`config.mk`:
```
export PLATFORM = sky130hd
export DESIGN_NAME = fpu_dispatcher
export DESIGN_NICKNAME = d
export VERILOG_FILES = /design/src/rtl/fpu_dispatcher.sv
export SDC_FILE = /design/constraint.sdc
export NUM_CORES = 1
export LEC_CHECK = 0
export BUFFER_PORTS_ARGS = -buffer_cell sky130_fd_sc_hd__buf_2
export CAP_MARGIN = 20
export CELL_PAD_IN_SITES_DETAIL_PLACEMENT = 1
export CELL_PAD_IN_SITES_GLOBAL_PLACEMENT = 1
export CORE_MARGIN = 2
export CORE_UTILIZATION = 34
export DETAILED_ROUTE_END_ITERATION = 16
export PLACE_DENSITY_LB_ADDON = 0.05
export SYNTH_ARGS = -nofsm -noshare
export SYNTH_HDL_FRONTEND = slang
export SYNTH_SLANG_ARGS = --single-unit
```
`constraint.sdc`:
```
create_clock -name clk -period 4.2 [get_ports clk]
set_clock_uncertainty 0.2 [all_clocks]
set_input_delay 0.84 -clock clk [delete_from_list [all_inputs] [get_ports clk]]
set_output_delay 0.84 -clock clk [all_outputs]
set_load 0.03 [all_outputs]
```
`src/rtl/fpu_dispatcher.sv`:
```
// FP request dispatcher: executes sign-inject/compare/min-max/classify in-block
// and steers add/mul/div/convert requests to external units over a/b/z handshakes.
module fpu_dispatcher #(
  parameter int unsigned          EXP_W      = 8,
  parameter int unsigned          FRAC_W     = 23,
  parameter int unsigned          NUM_UNITS  = 5,
  parameter logic [NUM_UNITS-1:0] UNIT_HAS_B = NUM_UNITS'(5'b00111),
  localparam int unsigned         WIDTH      = 1 + EXP_W + FRAC_W
) (
  input  logic                       clk,
  input  logic                       reset_n,
  input  logic [3:0]                 req_op,
  input  logic [WIDTH-1:0]           req_a,
  input  logic [WIDTH-1:0]           req_b,
  input  logic                       req_stb,
  output logic                       req_ack,
  output logic [WIDTH-1:0]           rsp_data,
  output logic [1:0]                 rsp_flags,
  output logic                       rsp_stb,
  input  logic                       rsp_ack,
  output logic [WIDTH-1:0]           unit_a,
  output logic [WIDTH-1:0]           unit_b,
  output logic [NUM_UNITS-1:0]       unit_a_stb,
  input  logic [NUM_UNITS-1:0]       unit_a_ack,
  output logic [NUM_UNITS-1:0]       unit_b_stb,
  input  logic [NUM_UNITS-1:0]       unit_b_ack,
  input  logic [NUM_UNITS*WIDTH-1:0] unit_z,
  input  logic [NUM_UNITS-1:0]       unit_z_stb,
  output logic [NUM_UNITS-1:0]       unit_z_ack
);

  typedef enum logic [3:0] {
    OP_FADD    = 4'b0000, OP_FSUB   = 4'b0001, OP_FMUL   = 4'b0010,
    OP_FDIV    = 4'b0011, OP_FCVT_SW = 4'b0100, OP_FCVT_WS = 4'b0101,
    OP_FSGNJ   = 4'b0110, OP_FSGNJN = 4'b0111, OP_FEQ    = 4'b1000,
    OP_FLT     = 4'b1001, OP_FLE    = 4'b1010, OP_FMIN   = 4'b1011,
    OP_FMAX    = 4'b1100, OP_FCLASS = 4'b1101, OP_FSGNJX = 4'b1110,
    OP_ILLEGAL = 4'b1111
  } op_e;

  typedef enum logic [2:0] {
    S_IDLE, S_SEND_A, S_SEND_B, S_WAIT_Z, S_RESP
  } state_e;

  localparam int unsigned MSB = WIDTH - 1;
  localparam logic [WIDTH-1:0] CANON_NAN = {1'b0, {EXP_W{1'b1}}, 1'b1, {(FRAC_W-1){1'b0}}};

  state_e            state, state_nxt;
  logic [2:0]        unit_sel;
  logic [2:0]        req_unit;
  logic              req_slow, unit_missing, illegal_resp, accept;
  logic              sel_a_ack, sel_b_ack, sel_z_stb, sel_has_b;
  logic [WIDTH-1:0]  sel_z;
  logic [WIDTH-1:0]  fast_data;
  logic              fast_nv;

  function automatic logic is_nan(input logic [WIDTH-1:0] x);
    return (&x[MSB-1:FRAC_W]) && (|x[FRAC_W-1:0]);
  endfunction

  function automatic logic is_snan(input logic [WIDTH-1:0] x);
    return is_nan(x) && !x[FRAC_W-1];
  endfunction

  function automatic logic is_zero(input logic [WIDTH-1:0] x);
    return ~|x[MSB-1:0];
  endfunction

  // Strict numeric less-than for non-NaN operands; +0 and -0 are equal here.
  function automatic logic num_lt(input logic [WIDTH-1:0] x, input logic [WIDTH-1:0] y);
    if (is_zero(x) && is_zero(y)) return 1'b0;
    if (x[MSB] != y[MSB])         return x[MSB];
    if (x[MSB])                   return x[MSB-1:0] > y[MSB-1:0];
    return x[MSB-1:0] < y[MSB-1:0];
  endfunction

  function automatic logic num_eq(input logic [WIDTH-1:0] x, input logic [WIDTH-1:0] y);
    return (is_zero(x) && is_zero(y)) || (x == y);
  endfunction

  always_comb begin
    req_slow = 1'b1;
    req_unit = '0;
    case (req_op)
      OP_FADD, OP_FSUB: req_unit = 3'd0;
      OP_FMUL:          req_unit = 3'd1;
      OP_FDIV:          req_unit = 3'd2;
      OP_FCVT_SW:       req_unit = 3'd3;
      OP_FCVT_WS:       req_unit = 3'd4;
      default:          req_slow = 1'b0;
    endcase
  end

  assign unit_missing = req_slow && (32'(req_unit) >= NUM_UNITS);
  assign illegal_resp = (req_op == OP_ILLEGAL) || unit_missing;
  assign accept       = (state == S_IDLE) && req_stb;

  always_comb begin
    logic       a_nan, b_nan, any_snan, both_zero;
    logic [9:0] cls;
    fast_data = '0;
    fast_nv   = 1'b0;
    cls       = '0;
    a_nan     = is_nan(req_a);
    b_nan     = is_nan(req_b);
    any_snan  = is_snan(req_a) || is_snan(req_b);
    both_zero = is_zero(req_a) && is_zero(req_b);
    case (req_op)
      OP_FSGNJ:  fast_data = {req_b[MSB], req_a[MSB-1:0]};
      OP_FSGNJN: fast_data = {~req_b[MSB], req_a[MSB-1:0]};
      OP_FSGNJX: fast_data = {req_a[MSB] ^ req_b[MSB], req_a[MSB-1:0]};
      OP_FEQ: begin
        fast_data = WIDTH'(!a_nan && !b_nan && num_eq(req_a, req_b));
        fast_nv   = any_snan;
      end
      OP_FLT: begin
        fast_data = WIDTH'(!a_nan && !b_nan && num_lt(req_a, req_b));
        fast_nv   = a_nan || b_nan;
      end
      OP_FLE: begin
        fast_data = WIDTH'(!a_nan && !b_nan && (num_lt(req_a, req_b) || num_eq(req_a, req_b)));
        fast_nv   = a_nan || b_nan;
      end
      // Signed zeros are ordered (-0 < +0) only for min/max selection.
      OP_FMIN, OP_FMAX: begin
        fast_nv = any_snan;
        if (a_nan && b_nan)  fast_data = CANON_NAN;
        else if (a_nan)      fast_data = req_b;
        else if (b_nan)      fast_data = req_a;
        else if (req_op == OP_FMIN)
          fast_data = (num_lt(req_a, req_b) || (both_zero && req_a[MSB])) ? req_a : req_b;
        else
          fast_data = (num_lt(req_b, req_a) || (both_zero && !req_a[MSB])) ? req_a : req_b;
      end
      OP_FCLASS: begin
        if (a_nan)                       cls[is_snan(req_a) ? 8 : 9] = 1'b1;
        else if (&req_a[MSB-1:FRAC_W])   cls[req_a[MSB] ? 0 : 7] = 1'b1;
        else if (is_zero(req_a))         cls[req_a[MSB] ? 3 : 4] = 1'b1;
        else if (~|req_a[MSB-1:FRAC_W])  cls[req_a[MSB] ? 2 : 5] = 1'b1;
        else                             cls[req_a[MSB] ? 1 : 6] = 1'b1;
        fast_data = WIDTH'(cls);
      end
      default: fast_data = '0;
    endcase
  end

  always_comb begin
    sel_a_ack = 1'b0;
    sel_b_ack = 1'b0;
    sel_z_stb = 1'b0;
    sel_has_b = 1'b0;
    sel_z     = '0;
    for (int unsigned i = 0; i < NUM_UNITS; i++) begin
      if (unit_sel == 3'(i)) begin
        sel_a_ack = unit_a_ack[i];
        sel_b_ack = unit_b_ack[i];
        sel_z_stb = unit_z_stb[i];
        sel_has_b = UNIT_HAS_B[i];
        sel_z     = unit_z[i*WIDTH +: WIDTH];
      end
    end
  end

  always_comb begin
    state_nxt  = state;
    req_ack    = 1'b0;
    rsp_stb    = 1'b0;
    unit_a_stb = '0;
    unit_b_stb = '0;
    unit_z_ack = '0;
    for (int unsigned i = 0; i < NUM_UNITS; i++) begin
      unit_a_stb[i] = (state == S_SEND_A) && (unit_sel == 3'(i));
      unit_b_stb[i] = (state == S_SEND_B) && (unit_sel == 3'(i));
      unit_z_ack[i] = (state == S_WAIT_Z) && (unit_sel == 3'(i));
    end
    case (state)
      S_IDLE: begin
        req_ack = 1'b1;
        if (req_stb) state_nxt = (req_slow && !unit_missing) ? S_SEND_A : S_RESP;
      end
      S_SEND_A: if (sel_a_ack) state_nxt = sel_has_b ? S_SEND_B : S_WAIT_Z;
      S_SEND_B: if (sel_b_ack) state_nxt = S_WAIT_Z;
      S_WAIT_Z: if (sel_z_stb) state_nxt = S_RESP;
      S_RESP: begin
        rsp_stb = 1'b1;
        if (rsp_ack) state_nxt = S_IDLE;
      end
      default: state_nxt = S_IDLE;
    endcase
  end

  always_ff @(posedge clk or negedge reset_n) begin
    if (!reset_n) begin
      state     <= S_IDLE;
      unit_sel  <= '0;
      unit_a    <= '0;
      unit_b    <= '0;
      rsp_data  <= '0;
      rsp_flags <= '0;
    end else begin
      state <= state_nxt;
      if (accept) begin
        unit_sel <= req_unit;
        unit_a   <= req_a;
        unit_b   <= (req_op == OP_FSUB) ? {~req_b[MSB], req_b[MSB-1:0]} : req_b;
        if (illegal_resp) begin
          rsp_data  <= '0;
          rsp_flags <= 2'b11;
        end else if (!req_slow) begin
          rsp_data  <= fast_data;
          rsp_flags <= {1'b0, fast_nv};
        end
      end
      if ((state == S_WAIT_Z) && sel_z_stb) begin
        rsp_data  <= sel_z;
        rsp_flags <= '0;
      end
    end
  end

endmodule

```
==> impl_metrics.ini <==
[flow_run]
max-cap-violations = 0

[setup_path]
crit_path_cell_trace = buf_2, inv_1, ha_1, nand4_2, nor4_4, nand2_2, a2111oi_2, or3_4, a21oi_1, or3_1, buf_4, a221oi_1, nor2_1
crit-reg2reg-launch = unit_sel[0]$_DFFE_PN0P_
worst_ep_arrival_time_ns = 3.87
end_kind = flop
timing.critical_path.buf_inv = 3
crit_path_start_kind = primary input
cp_slowest_stage_delay_ns = 0.47
critPathLaunch = req_a[30]
critical-path-top-delay-family = simple AND/OR/NAND/NOR gates
cp_max_fo = 11
required_ns = 4.24
worst_path_max_delay_cell = a2111oi_2
timing.setup.critical_path_class = primary input to flop

[cells_and_area]
num-fill-cells = 2758
area.growth.synth_to_final_pct = 34.9
num-nets-final = 1546
multi_input_area_um2 = 4630
regArea_um2 = 2610
drive_gt1_share_pct = 38.2
final-instance-count-excl-fill = 1557

[global_route]
grt_pass1_wl_mm = 56.8
antenna_found_initial = 5
pin_count_of_the_biggest_net_entering_global_routing = 101
grt_pass1_vias = 9175
grt_overflow = 0
grt_util_all_layers_pct = 31.5

[timing]
worstMarginPinSlew_ns = 1.00
finalWorstPathRequiredPeriod_ns = 3.83
fin_setup_tns_ns = 0
post-route-period-util_pct = 91.2
hold_ws_ns = 0.217
setup_violations = 0
finalHoldViolCount = 0
slew-limit-headroom_pct = 33.0
slew_viol_final = 0
clock.fmax_ghz = 0.261
setup_repair_after_global_routing_missed_its_margin = false

[logic_synthesis]
postSynthNetCount = 1188
synth-seq-cells = 104
synth-edff-count = 0
yosys_warnings = 0
synthDistinctLibCells = 70
syn-cell-area_um2 = 7630
postSynthCellCount = 908
syn_area_per_cell_um2 = 8.40
synth_async_sr_flop_share_pct = 100
yosysSeqAreaShare_pct = 34.1
synthFlopType = dfrtp_1

[placement]
gp_congestion = 0.891
hpwl_after_detailed_placement_mm = 30.9
buffer_ports.inserted = 361
dp.cells = 1535

[routing]
vias_per_cell = 5.68
drt.antenna.violating_nets = 0
wl_per_cell_um = 24.2
drt_drc_violations_left = 0
routed_wl_mm = 37.7
dr.first_iter.drc_count = 438
num_vias = 8844
drt_first_pass_iters = 5

[floorplanning]
core.rowCount = 54
chipHeight_um = 154
placeableCoreArea_um2 = 21900
design.die.area_um2 = 23700
initial_utilization_pct = 34.8
floorplan.die.width_um = 154
design.portCount = 362

[power_and_ir_drop]
pd_cells_nw_per_um2 = 232
power.static_leakage_nw = 5.31
worst_ir_drop_vdd_mv = 0.203

[clocking]
clock_tree_root = clkbuf_16
clock_tree.buffer_depth = 2
post_cts.repair.setup_buffers = 0
ctsHtreeMaxLevel = 3
tritoncts_num_sinks = 104
ctsHoldBuffers = 0
clock_insertion_delay_worst_skew_ns = 0.36
numCtsBuffers = 9
cts_tree = done
worst_setup_hold_path_clk_slew_ns = 0.08
cts.repair.resized = 0

[min_path]
hold_path.class = primary input to asynchronous set/reset pin

[status]
outcome = completed
kinds of logic after synthesis:
| family | count (synthesis) | synth area share, % |
|---|---|---|
| flip-flops | 104 | 34.1 |
| buffers and inverters | 106 | 5.38 |
| XOR/XNOR | 2 | 0.230 |
| AND/OR/NAND/NOR | 360 | 21.7 |
| adder cells (fa/ha/maj) | 33 | 5.41 |
| multiplexers | 39 | 9.91 |
| AO/OA/AOI/OAI | 264 | 23.2 |
stage by stage:
stage               power [mW]  area, um^2  util [%]  worst slack [ns]
global placement          1.47        9960      45.5             0.128
finish                    2.38       10300      47.0             0.368
floorplan                 1.20        7630         -             0.448
global route              2.48       10300      47.0             0.182
detailed placement        1.48        9960      45.5            0.0474
CTS                       2.40       10300      46.9             0.377
where the power goes:
| group | internal (mW) | total (mW) | switching, mW |
|---|---|---|---|
| Clock | 0.489 | 0.925 | 0.437 |
| Sequential | 1.00 | 1.00 | 0 |
| Combinational | 0.202 | 0.457 | 0.255 |
metal layers:
layer | vias to the layer above | routed length (um) | track usage (%)
met2 | 340 | 19000 | 55.4
met3 | 42 | 2350 | 5.07
met1 | 4396 | 15500 | 39.6
li1 | 4066 | - | -
met4 | 0 | 960 | 9.74
met5 | - | 0 | 0
flip-flops by register name, summed over array words and instances, names as in the netlist:
register and count:
unit_b 32, unit_sel 3, rsp_data 32, state 3, unit_a 32, rsp_flags 2
cells in the final DEF (no fill, tap or decap), types with 5 or more instances in the layout:
| cell type | count |
|---|---|
| nor3b_1 | 5 |
| o211ai_1 | 10 |
| dfrtp_1 | 102 |
| mux2i_1 | 8 |
| a22oi_1 | 17 |
| o21ai_0 | 73 |
| nand4_1 | 10 |
| mux4_2 | 29 |
| a21oi_1 | 52 |
| ha_1 | 33 |
| nor2_1 | 79 |
| a32oi_1 | 9 |
| inv_1 | 40 |
| nand2_1 | 174 |
| nor4_1 | 12 |
| nor3_1 | 11 |
| buf_2 | 360 |
| diode_2 | 6 |
| a221oi_1 | 21 |
| o21a_1 | 6 |
| a22o_1 | 5 |
| a211oi_1 | 8 |
| nand3_1 | 29 |
| a31oi_1 | 8 |
| clkbuf_16 | 9 |
| o22ai_1 | 11 |
| a221o_1 | 9 |
| or3_1 | 5 |
| buf_4 | 51 |
| o221ai_1 | 6 |
area by class of cell:
cell class / count / share of cell area [%]
multi-input combinational: 698 / 45.0
sequential: 104 / 25.3
timing repair buffer: 413 / 21.6
tap: 280 / 3.40
clock buffer: 10 / 2.32
inverter: 40 / 1.46
clock inverter: 6 / 0.729
antenna: 6 / 0.146
Yosys cell counts, types with 3 or more instances:
| cell | count | area [um^2] |
|---|---|---|
| nand2_1 | 175 | 657 |
| dfrtp_1 | 104 | 2600 |
| nor2_1 | 79 | 297 |
| o21ai_0 | 73 | 365 |
| a21oi_1 | 53 | 265 |
| clkbuf_1 | 52 | 195 |
| inv_1 | 40 | 150 |
| ha_1 | 33 | 413 |
| mux4_2 | 29 | 653 |
| nand3_1 | 29 | 145 |
| a221oi_1 | 21 | 184 |
| a22oi_1 | 17 | 128 |
| nor3_1 | 13 | 65.1 |
| nor4_1 | 12 | 75.1 |
| o22ai_1 | 11 | 68.8 |
| nand4_1 | 10 | 62.6 |
| o211ai_1 | 10 | 75.1 |
| a221o_1 | 9 | 90.1 |
| a32oi_1 | 9 | 78.8 |
| buf_1 | 9 | 33.8 |
| a211oi_1 | 8 | 60.1 |
| a31oi_1 | 8 | 50.1 |
| mux2i_1 | 8 | 80.1 |
| o21a_1 | 6 | 45.0 |
| o221ai_1 | 6 | 52.6 |
| a22o_1 | 5 | 43.8 |
| nor3b_1 | 5 | 37.5 |
| or3_1 | 5 | 31.3 |
| buf_2 | 4 | 20.0 |
| nand2b_1 | 4 | 25.0 |
| nor2b_1 | 4 | 25.0 |
| and2_1 | 3 | 18.8 |
| nand3b_1 | 3 | 22.5 |
| nor4_2 | 3 | 37.5 |
worst reg2reg max path: stages (launching register included):
cell and delay (ns):
dfrtp_2 0.41, mux4_2 0.52, a22oi_1 0.26, nor2_1 0.11, nor3_1 0.26, nand2_1 0.28
nor2_1 0.45, buf_4 0.22, o21a_1 0.26, a221o_1 0.19
path summary, 6_finish.rpt:
kind	endpoint	slack [ns]	cells past startpoint
setup / recovery	rsp_data[15]$_DFFE_PN0P_	0.37	13
hold / removal	unit_b[16]$_DFFE_PN0P_	0.22	1
setup reg to reg	rsp_data[25]$_DFFE_PN0P_	0.99	9
hold reg to reg	unit_b[21]$_DFFE_PN0P_	0.27	2
max in group asynchronous	unit_a[5]$_DFFE_PN0P_	2.80	2
min in group clk	unit_b[21]$_DFFE_PN0P_	0.27	2
No activity file was read; power rests on OpenSTA's default activity.
